File: src/rtl/instr_fetch_queue.sv
// Fetch stage: owns the fetch PC, keeps at most one word read in flight to instruction
// memory, and buffers returned instructions with their PCs in a FIFO for decode.
module instr_fetch_queue #(
    parameter logic [31:0] RESET_PC = 32'h0000_0000,
    parameter int          DEPTH    = 4
) (
    input  logic                   clk,
    input  logic                   rst_n,
    output logic                   mem_req_valid,
    input  logic                   mem_req_ready,
    output logic [31:0]            mem_req_addr,
    input  logic                   mem_rsp_valid,
    input  logic [31:0]            mem_rsp_data,
    input  logic                   redirect_valid,
    input  logic [31:0]            redirect_pc,
    output logic                   inst_valid,
    input  logic                   inst_ready,
    output logic [31:0]            inst_data,
    output logic [31:0]            inst_pc,
    output logic [31:0]            inst_pc4,
    output logic [$clog2(DEPTH):0] occupancy
);

    localparam int          AW        = $clog2(DEPTH);
    localparam int          CW        = AW + 1;
    localparam logic [31:0] WORD_MASK = 32'hFFFF_FFFC;

    typedef enum logic [1:0] {
        ST_IDLE = 2'd0,
        ST_WAIT = 2'd1,
        ST_DROP = 2'd2
    } state_t;

    state_t          state_q, state_d;
    logic [31:0]     fetch_pc_q, fetch_pc_d;
    logic [31:0]     req_pc_q, req_pc_d;
    logic [AW-1:0]   wr_ptr_q, wr_ptr_d;
    logic [AW-1:0]   rd_ptr_q, rd_ptr_d;
    logic [CW-1:0]   count_q, count_d;
    logic [31:0]     data_mem_q [DEPTH];
    logic [31:0]     pc_mem_q   [DEPTH];

    logic            fifo_full;
    logic            req_fire;
    logic            push;
    logic            pop;

    assign fifo_full = (count_q == CW'(DEPTH));
    assign req_fire  = mem_req_valid && mem_req_ready;
    assign pop       = inst_valid && inst_ready && !redirect_valid;

    // ------------------------------------------------------------------
    // FSM: state register
    // ------------------------------------------------------------------
    // NOTE: sequential state uses non-blocking assignments so every register
    // samples pre-edge values, independent of block evaluation order.
    always_ff @(posedge clk) begin
        if (!rst_n) begin
            state_q <= ST_IDLE;
        end else begin
            state_q <= state_d;
        end
    end

    // ------------------------------------------------------------------
    // FSM: next state
    // ------------------------------------------------------------------
    // NOTE: every combinational output gets a default first, so no path leaves it
    // unassigned and no latch is inferred.
    always_comb begin
        state_d = state_q;
        unique case (state_q)
            ST_IDLE: if (req_fire)      state_d = ST_WAIT;
            ST_WAIT: begin
                // A response always closes the transaction; only a pending one is dropped.
                if (mem_rsp_valid)       state_d = ST_IDLE;
                else if (redirect_valid) state_d = ST_DROP;
            end
            ST_DROP: if (mem_rsp_valid) state_d = ST_IDLE;
            default:                    state_d = ST_IDLE;
        endcase
    end

    // ------------------------------------------------------------------
    // FSM: outputs
    // ------------------------------------------------------------------
    always_comb begin
        mem_req_valid = rst_n && (state_q == ST_IDLE) && !fifo_full && !redirect_valid;
        push          = (state_q == ST_WAIT) && mem_rsp_valid && !redirect_valid;
    end

    // ------------------------------------------------------------------
    // Fetch PC and FIFO bookkeeping
    // ------------------------------------------------------------------
    always_comb begin
        fetch_pc_d = fetch_pc_q;
        req_pc_d   = req_pc_q;
        if (redirect_valid) begin
            fetch_pc_d = redirect_pc & WORD_MASK;
        end else if (req_fire) begin
            fetch_pc_d = fetch_pc_q + 32'd4;
            req_pc_d   = fetch_pc_q;
        end
    end

    always_comb begin
        wr_ptr_d = wr_ptr_q;
        rd_ptr_d = rd_ptr_q;
        count_d  = count_q;
        if (redirect_valid) begin
            wr_ptr_d = '0;
            rd_ptr_d = '0;
            count_d  = '0;
        end else begin
            if (push) wr_ptr_d = wr_ptr_q + AW'(1);
            if (pop)  rd_ptr_d = rd_ptr_q + AW'(1);
            if (push && !pop)      count_d = count_q + CW'(1);
            else if (pop && !push) count_d = count_q - CW'(1);
        end
    end

    always_ff @(posedge clk) begin
        if (!rst_n) begin
            fetch_pc_q <= RESET_PC & WORD_MASK;
            req_pc_q   <= '0;
            wr_ptr_q   <= '0;
            rd_ptr_q   <= '0;
            count_q    <= '0;
        end else begin
            fetch_pc_q <= fetch_pc_d;
            req_pc_q   <= req_pc_d;
            wr_ptr_q   <= wr_ptr_d;
            rd_ptr_q   <= rd_ptr_d;
            count_q    <= count_d;
        end
    end

    // NOTE: the FIFO storage is deliberately not reset; count_q qualifies every
    // read, and the outputs are forced to zero whenever nothing valid is held.
    always_ff @(posedge clk) begin
        if (push) begin
            data_mem_q[wr_ptr_q] <= mem_rsp_data;
            pc_mem_q[wr_ptr_q]   <= req_pc_q;
        end
    end

    // ------------------------------------------------------------------
    // Outputs
    // ------------------------------------------------------------------
    always_comb begin
        inst_valid = rst_n && (count_q != '0);
        inst_data  = '0;
        inst_pc    = '0;
        inst_pc4   = '0;
        if (inst_valid) begin
            inst_data = data_mem_q[rd_ptr_q];
            inst_pc   = pc_mem_q[rd_ptr_q];
            inst_pc4  = pc_mem_q[rd_ptr_q] + 32'd4;
        end
    end

    assign mem_req_addr = fetch_pc_q;
    assign occupancy    = count_q;

endmodule

File: config.mk
export PLATFORM = sky130hd
export DESIGN_NAME = instr_fetch_queue
export DESIGN_NICKNAME = d
export VERILOG_FILES = /design/src/rtl/instr_fetch_queue.sv
export SDC_FILE = /design/constraint.sdc
export NUM_CORES = 1
export LEC_CHECK = 0
export CORE_ASPECT_RATIO = 0.8
export CORE_MARGIN = 5
export CORE_UTILIZATION = 58
export DETAILED_ROUTE_END_ITERATION = 8
export PLACE_DENSITY = 0.92
export SLEW_MARGIN = 25
export SYNTH_ARGS = -nofsm -noshare
export SYNTH_HDL_FRONTEND = slang
export SYNTH_SLANG_ARGS = --single-unit
File: constraint.sdc
create_clock -name clk -period 6.6 [get_ports clk]
set_clock_uncertainty 0.15 [all_clocks]
set_input_delay 1.32 -clock clk [delete_from_list [all_inputs] [get_ports clk]]
set_output_delay 1.32 -clock clk [all_outputs]
set_load 0.01 [all_outputs]
After elaboration in Yosys (flattened, before gate mapping)
Memory sizes are Yosys's and may differ from the RTL's. A register that Yosys moved wholly into a read port is not among the register bits.
Cells that the tools add are included.
{ "word_totals": {"reg_bits": 73, "ramBits": 256, "latch_bits": 0, "memories": 2, "word_cells": 63, "mem_bits_ro": 0} }
{ "mem_list": {"columns": ["memory", "depth", "width", "rd", "rd_ports_with_merged_regs", "write_ports", "line_no", "rtl"], "rows": [
  ["data_mem_q", 4, 32, 1, 1, 1, "40", "logic [31:0] data_mem_q [DEPTH];"],
  ["pc_mem_q", 4, 32, 1, 1, 1, "41", "logic [31:0] pc_mem_q [DEPTH];"]
]} }
{ "classes": {"eq_ne": 6, "shifts": 0, "order_cmp": 0, "n_mul": 0, "reduce_logical": 22, "bitwise": 2, "muxes": 18, "div": 0, "addsub": 6} }
{ "op_table": {"columns": ["cell", "n"], "rows": [
  ["2-to-1 mux 32 bit", 5],
  ["adder 32 x 3 -> 32 bit (second input constant)", 2],
  ["2-to-1 mux 2 bit", 8],
  ["logical AND 1 bit", 11],
  ["2-to-1 mux 3 bit", 2],
  ["case mux 2 bit (3 select lines)", 1],
  ["adder 2 x 1 -> 2 bit (second input constant)", 2],
  ["zero test 1 bit", 4],
  ["inequality test 2 bit (second input constant)", 2],
  ["nonzero test 2 bit", 2],
  ["adder 3 x 1 -> 3 bit (second input constant)", 1],
  ["equality test 3 bit (second input constant)", 1],
  ["inequality test 3 bit (second input constant)", 1],
  ["AND reduction 3 bit", 1],
  ["nonzero test 3 bit", 1],
  ["subtractor 3 x 1 -> 3 bit (second input constant)", 1],
  ["equality test 2 x 1 -> 1 bit (second input constant)", 1],
  ["equality test 2 bit (second input constant)", 1],
  ["zero test 2 bit", 1],
  ["2-to-1 mux 1 bit", 2],
  ["NOT 1 bit", 2],
  ["AND reduction 2 bit", 1],
  ["OR reduction 2 bit", 1]
]} }

Longest topological paths before layout
Gate-level depths: netlist of the first run.
{ "depth": {"word_depth": 7, "ltp_mapped": 10, "ltp_nobuf": 9} }

Worst setup path after synthesis of the first run
OpenSTA, ideal clock, no wires.
{ "synth_timing": {"kind": "register -> output", "start": "reg (tool-made name)", "end": "out inst_pc4[30]", "t_arrival_ns": 2.465, "path_slack_ns": 2.665, "stages_incl_launch_ff": 11, "path_buffers": 4, "path_cell_list": "dfxtp_1 > buf_6 > buf_12 > buf_12 > mux4_2 > ha_1 > nand3_2 > or2_1 > buf_6 > or4_1 > a21oi_1"} }
{ "synth_rtl": {"columns": ["element", "line_no", "rtl"], "rows": [
  ["end: declaration", "20", "output logic [31:0] inst_pc4,"]
]} }

==> key figures, run 1 <==
Routing
  – Average via count per standard cell: 6.259
  – Overall via count from detail_route: 9219
  – Iter 0 DRT Violations: 1081
  – Final antenna-violating net count: 0
  – Residual DRC count: 0
  – Wirelength per Cell: 23.04 microns
  – Final wirelength: 33940 microns
  – First-pass iteration count of the detailed router: 5

Yosys
  – Netlist area before placement: 13570 sq um
  – Number of flops mapped to enable cells by yosys: 248
  – Register area share after synthesis: 65.36%
  – Post-Synthesis Cells: 955
  – Dominant register cell in the synthesized netlist: edfxtp_1
  – Area share of the leading cell type in the synthesized netlist: 54.89%
  – Total number of yosys warnings: 0
  – Mean cell area of the mapped netlist: 14.21 sq um
  – Leading post-synthesis cells by cell area: edfxtp_1 (55%), dfxtp_1 (10%), mux4_2 (8.3%)
  – Number of distinct library cells after synthesis: 56
  – Number of synthesized register bits: 319
  – Cell type contributing the most total cell area after synthesis: edfxtp_1
  – Synth async-reset ratio: 0%

Floorplanning
  – Core region area: 23210 sq um
  – Count of boundary I/O pins: 203
  – Standard-cell rows: 50
  – Floorplan die area: 26570 sq um
  – Die extent in x: 181 microns
  – Vert. Die Dim: 146.8 microns
  – Initial core utilization: 58.46%

Cells and area
  – Synth-to-layout area growth: 23.94%
  – Reg area: 8874 sq um
  – Cell area after layout: 16820 sq um
  – Total inserted antenna cells: 0
  – Filler Cells Inserted: 1413
  – Number of nets in the final layout: 1215
  – Footprint of the multi-input gates: 4327 sq um
  – Fraction of layout instances using a drive strength above 1: 12.66%

GRT
  – Global-route wire length before repair: 52760 microns
  – Number of global-route vias before repair: 9149
  – Tot GR Track Use: 24.96%
  – Global route total overflow: 0
  – Antenna violations before repair: 0
  – Largest net degree at the start of global routing: 68

Timing
  – Unrepaired setup endpoints after global routing: no
  – Tightest Pin Transition: 0.9112 ns
  – Setup Viol. Count Final: 0
  – Setup total negative slack: 0 ns
  – Max transition margin: 38.69%
  – Fin crit period: 5.824 ns
  – Final WS setup: 0.7764 ns
  – Maximum frequency from static timing analysis: 171.7 MHz
  – Final count of pins violating max slew: 0
  – Hold violation total from the final report: 0
  – Tcrit/Tclk final: 88.24%
  – Final hold slack: 0.3407 ns

Placed design
  – Sum of net half-perimeters after detailed placement: 22040 microns
  – Number of buffers added on ports: 194
  – Post-placement worst setup slack: 1.395 ns
  – Cell Area, Placed: 15730 sq um
  – Gp weighted congestion: 0.8755

CTS
  – Number of buffers added to fix hold violations after cts: 0
  – Buffer cell driving the clock tree root: clkbuf_16
  – Clock Path Buffers: 3
  – CTS sink count: 319
  – Depth of the CTS H-tree: 1
  – Number of CTS-inserted buffers: 30
  – Clock slew at the register clock pins of the worst setup and hold paths: 0.06 ns
  – Setup Fix Bufs, Post-CTS: 0
  – Clock latency on the worst-skew pair: 0.54 ns
  – Resized Gates After CTS: 0
  – Clock tree from TritonCTS: done

Critical path
  – Critical path start-end classification: register to primary output
  – Cell-by-cell trace of the critical path: buf_4 > mux4_1 > nand4_4 > nor4_1 > nand3_1 > mux2_2 > clkdlybuf4s50_1
  – Maximum fanout encountered on the critical timing path: 29
  – Worst stage delay on the critical path: 0.85 ns
  – Critical path capture point type: primary output
  – Cell class contributing the biggest share of worst-path delay: simple AND/OR/NAND/NOR gates
  – Critical Path Slowest Stage Cell: dfxtp_2
  – Worst Path Arrival: 4.35 ns
  – Buffers & Inverters on Critical Path: 2
  – Kind of launch point of the worst setup path: register
  – Critical path data required time: 5.13 ns

Outcome
  – Run status: finished, final reports clean

Pwr
  – VDD IR-drop max: 162.6 uV
  – Leakage dissipation: 5.808 nW
  – PD cells: 247.1 nW/um^2
  – Post-layout total power: 4.155 mW

Min path
  – Tightest Hold Check Type: register to register

Run
  – Count of max-cap constraint violations: 0
-- final timing paths --
| path | depth (start not counted) | from | slack [ns] | endpoint |
|---|---|---|---|---|
| worst max-delay path | 7 | register | 0.78 | inst_pc4[21] |
| worst min-delay path | 1 | state_q[1]$_SDFFE_PN0P_ | 0.34 | state_q[0]$_SDFFE_PN0P_ |
| worst max register to register | 5 | state_q[0]$_SDFFE_PN0P_ | 3.69 | data_mem_q[1][27]$_DFFE_PP_ |
| worst min register to register | 1 | state_q[1]$_SDFFE_PN0P_ | 0.34 | state_q[0]$_SDFFE_PN0P_ |
-- cells in the mapped netlist (3+ instances only) --
cell type,instances
xor2_1,6
inv_1,14
nand3_1,24
a31oi_1,23
and2_1,8
or4_1,9
nor4_1,9
buf_4,9
nor2_1,43
mux2_2,12
a21oi_1,61
a22oi_1,7
o31ai_1,4
o21bai_1,4
and3_1,70
or3_1,11
nor3_1,11
edfxtp_1,248
xnor2_1,10
clkbuf_1,43
buf_2,7
nand4_1,12
a32oi_1,3
and4_1,8
mux4_1,12
nand2_1,101
mux4_2,50
ha_1,7
o21ai_0,21
buf_1,3
dfxtp_1,71
-- state kept, by name (all words and copies together) (netlist names), named ones only --
name	flops
state_q	2
data_mem_q	128
pc_mem_q	120
rd_ptr_q	2
mem_req_addr	30
occupancy	3
wr_ptr_q	2
req_pc_q	30
-- kinds of logic after synthesis --
kind of cell	synth area share (%)
flip-flops	65.36
multiplexers	11.69
buffers and inverters	3.015
AO/OA/AOI/OAI	5.736
other	0.02764
AND/OR/NAND/NOR	12.34
adder cells (fa/ha/maj)	0.7930
XOR/XNOR	1.033
-- cell type report --
class	instances	area share [%]
inverters	15	0.3348
flip-flops and latches	319	52.77
well taps	312	2.321
repair buffers	212	12.51
clock inverters	23	1.488
multi-input cells	559	25.73
clock buffers	33	4.844
-- per-stage QoR --
stage | instances | utilization [%]
after floorplan | 960 | -
after global placement | 1415 | 67.63
after detailed placement | 1416 | 67.77
after CTS | 1472 | 72.36
after global routing | 1473 | 72.45
final | 1473 | 72.45
-- layer usage --
metal / routed length, microns / vias to the layer above / GRT usage (%) / part of all wire (%)
met2: 15560 / 636 / 39.56 / 46
met3: 4005 / 37 / 6.238 / 12
met5: 0 / - / 0 / 0
met4: 394 / 0 / 3.451 / 1.2
li1: - / 4060 / - / -
met1: 13980 / 4486 / 36.70 / 41
-- cells in the final DEF, fill, tap and decap left out, drive strengths merged, types with 7 or more instances in the layout --
master / n
inv: 14
o21ai: 21
dfxtp: 71
and4: 8
edfxtp: 248
clkinv: 16
xnor2: 10
nand4: 13
nor4: 9
buf: 19
nand3: 26
and2: 8
a21oi: 61
mux2: 12
nand2: 101
or4: 9
a31oi: 23
mux4: 62
nor2: 43
a22oi: 7
and3: 70
or3: 11
nor3: 11
clkdlybuf4s50: 193
clkbuf: 33
ha: 7
-- power breakdown --
part | internal, mW | total (mW) | leakage [nW] | switching, mW
combinational | 0.0781 | 0.157 | 2.24 | 0.0794
sequential | 2.17 | 2.19 | 3.06 | 0.0279
clock | 1.05 | 1.80 | 0.514 | 0.749
total | 3.30 | 4.16 | 5.81 | 0.856
No activity file was read; power rests on OpenSTA's default activity.
==> run 2: changes to the inputs <==
CORE_ASPECT_RATIO = unset   (was 0.8)
SETUP_SLACK_MARGIN = 0.3   (was unset)
SLEW_MARGIN = 0   (was 25)
==> run 2 against run 1 <==
Compared with the run above: non-clock buffer count decreased by 3; clock power decreased by 4%; first-iteration DRC count decreased by 10%; design area shrank 0.62%; critical path depth fell by 1; sequential power hardly changed; combinational power about the same; largest cell class unchanged; final cell count rose by 0.34%; register-to-register slack worse by 0.07 ns; flip-flop and latch count is the same; fmax is 2.2% higher; via count decreased by 2.0%.
==> key figures, run 2 (synthesized netlist as in run 1, its figures left out) <==
Outcome
  – Run status: finished, final reports clean

Floorplanning
  – Initial core utilization: 58.33% (-0.13 points)
  – Count of boundary I/O pins: 203 (unchanged)
  – Die extent in x: 163.0 microns (-10%)
  – Vert. Die Dim: 163.0 microns (+11%)
  – Standard-cell rows: 56 (+12%)
  – Floorplan die area: 26550 sq um (about the same)
  – Core region area: 23260 sq um (+0.23%)

Cells and area
  – Commonest non-fill, non-tap cell in the layout: edfxtp_1
  – Registers with the highest flip-flop counts: data_mem_q (128), pc_mem_q (120)
  – Fraction of layout instances using a drive strength above 1: 12.09% (-0.57 points)
  – Synth-to-layout area growth: 23.17%
  – Cell area after layout: 16710 sq um (-0.62%)
  – Flip-flop count of the largest register after layout: 128 (unchanged)
  – Leading cell types in the layout, fill and taps excluded: edfxtp_1 (248), clkdlybuf4s50_1 (193), nand2_1 (101), and3_1 (70), dfxtp_1 (69)
  – Number of nets in the final layout: 1212 (-0.25%)
  – Largest register by flop count: data_mem_q

CTS
  – Depth of the CTS H-tree: 1 (unchanged)
  – Clock Path Buffers: 3 (unchanged)
  – Number of CTS-inserted buffers: 30 (unchanged)
  – CTS sink count: 319 (unchanged)
  – Clock latency on the worst-skew pair: 0.54 ns (about the same)
  – Number of buffers added to fix hold violations after cts: 0 (unchanged)
  – Resized Gates After CTS: 0 (unchanged)
  – Setup Fix Bufs, Post-CTS: 0 (unchanged)
  – Clock tree from TritonCTS: done
  – Buffer cell driving the clock tree root: clkbuf_16
  – Clock slew at the register clock pins of the worst setup and hold paths: 0.06 ns (about the same)

Timing
  – Tightest Pin Transition: 1.008 ns (+0.09655 ns)
  – Maximum frequency from static timing analysis: 175.5 MHz (+2.2%)
  – Hold violation total from the final report: 0 (unchanged)
  – Final count of pins violating max slew: 0 (unchanged)
  – Setup Viol. Count Final: 0 (unchanged)
  – Final WS setup: 0.9032 ns (+0.1268 ns)
  – Setup total negative slack: 0 ns (unchanged)
  – Fin crit period: 5.697 ns (-0.1268 ns)
  – Max transition margin: 32.20% (-6.5 points)
  – Unrepaired setup endpoints after global routing: no
  – Tcrit/Tclk final: 86.31% (-1.9 points)

Min path
  – Endpoint of the worst hold path: state_q[0]$_SDFFE_PN0P_
  – Number of stages on the worst hold path: 1 (unchanged)
  – Tightest Hold Check Type: register to register
  – Hold Path Origin: state_q[1]$_SDFFE_PN0P_

Critical path
  – Critical path capture point type: primary output
  – Critical Path Slowest Stage Cell: dfxtp_2
  – Reg2reg setup slack: 3.62 ns (-0.07 ns)
  – Critical path start-end classification: register to primary output
  – Buffers & Inverters on Critical Path: 1 (-1)
  – Startpoint of the lowest-slack register-to-register path: occupancy[0]$_SDFFE_PP0P_
  – Maximum fanout encountered on the critical timing path: 38 (+31%)
  – Cell-by-cell trace of the critical path: mux4_1 > and4_1 > or3b_1 > or4b_1 > a21oi_1 > clkdlybuf4s50_1
  – Cell class contributing the biggest share of worst-path delay: simple AND/OR/NAND/NOR gates
  – Worst stage delay on the critical path: 0.96 ns (+0.11 ns)
  – Worst Path Arrival: 4.23 ns (-0.12 ns)
  – R2R cell count: 10 (+5)
  – Critical path data required time: 5.13 ns (about the same)
  – Kind of launch point of the worst setup path: register
  – Worst reg2reg path endpoint: occupancy[2]$_SDFFE_PP0P_

Pwr
  – PD cells: 243.7 nW/um^2 (-1.4%)
  – Leakage dissipation: 5.764 nW (-0.75%)
  – VDD IR-drop max: 191.8 uV (+18%)

GRT
  – Global route total overflow: 0 (unchanged)
  – Antenna violations before repair: 1 (+1)
  – Largest net degree at the start of global routing: 68 (unchanged)
  – Global-route wire length before repair: 50550 microns (-4.2%)
  – Tot GR Track Use: 24.38% (-0.59 points)
  – Number of global-route vias before repair: 9024 (-1.4%)

Placed design
  – Number of buffers added on ports: 194 (unchanged)
  – Cell Area, Placed: 15710 sq um (-0.15%)
  – Sum of net half-perimeters after detailed placement: 20850 microns (-5.4%)
  – Gp weighted congestion: 0.8536 (-2.5%)
  – Post-placement worst setup slack: 1.489 ns (+0.09321 ns)

Routing
  – Iter 0 DRT Violations: 972 (-10%)
  – Final antenna-violating net count: 0 (unchanged)
  – Wirelength per Cell: 22.05 microns (-4.3%)
  – Final wirelength: 32600 microns (-4.0%)
  – Average via count per standard cell: 6.110 (-2.4%)
  – Residual DRC count: 0 (unchanged)
  – First-pass iteration count of the detailed router: 5 (unchanged)
  – Overall via count from detail_route: 9031 (-2.0%)

Run
  – Count of max-cap constraint violations: 0 (unchanged)
-- run 2: metrics by stage --
stage,total power [mW],cells,util (%),hold WS [ns]
after floorplan,2.292,960,-,0.2888
after global placement,2.383,1421,67.51,0.2971
after detailed placement,2.389,1421,67.51,0.3177
after CTS,4.094,1477,71.83,0.3335
after global routing,4.202,1478,71.84,0.3518
final,4.073,1478,71.84,0.3350
-- run 2: worst max path at each step --
stage / from / end / slack, ns / depth (start not counted)
5_1_grt: register / inst_pc4[26] / 0.71 / 6
3_5_place_dp: register / inst_pc4[26] / 1.49 / 6
6_report: register / inst_pc4[26] / 0.90 / 6
3_3_place_gp: register / inst_pc4[26] / 1.52 / 6
4_1_cts: register / inst_pc4[27] / 0.92 / 6
2_1_floorplan: register / inst_pc4[30] / 2.67 / 10
-- run 2: area by class of cell --
class | instances | area [sq um]
flip-flops and latches | 319 | 8874
repair buffers | 209 | 2049
multi-input cells | 559 | 4327
clock buffers | 38 | 832.0
fillers | 1482 | 6550
diodes | 1 | 2.502
well taps | 319 | 399.1
clock inverters | 18 | 172.7
inverters | 15 | 56.30
-- run 2: worst register-to-register path, stage by stage (launching register included) --
cell and delay (ns):
dfxtp_1 0.36, or3_2 0.49, buf_4 0.31, and4_1 0.33, inv_1 0.06, ha_1 0.17
inv_1 0.06, fa_1 0.37, xor2_1 0.15, or3_1 0.30, a21oi_1 0.15
-- run 2: routing by layer --
metal	vias to the layer above	wire length, microns	GRT usage, %
met5	-	0	0
li1	4054	-	-
met3	69	3006	3.923
met1	4420	12600	32.97
met2	488	16160	41.75
met4	0	828	6.443
-- run 2: power breakdown --
group	switching (mW)	internal [mW]	leakage, nW
Combinational	0.0789	0.0778	2.21
Clock	0.715	1.01	0.497
Sequential	0.0248	2.17	3.06
Total	0.819	3.25	5.76
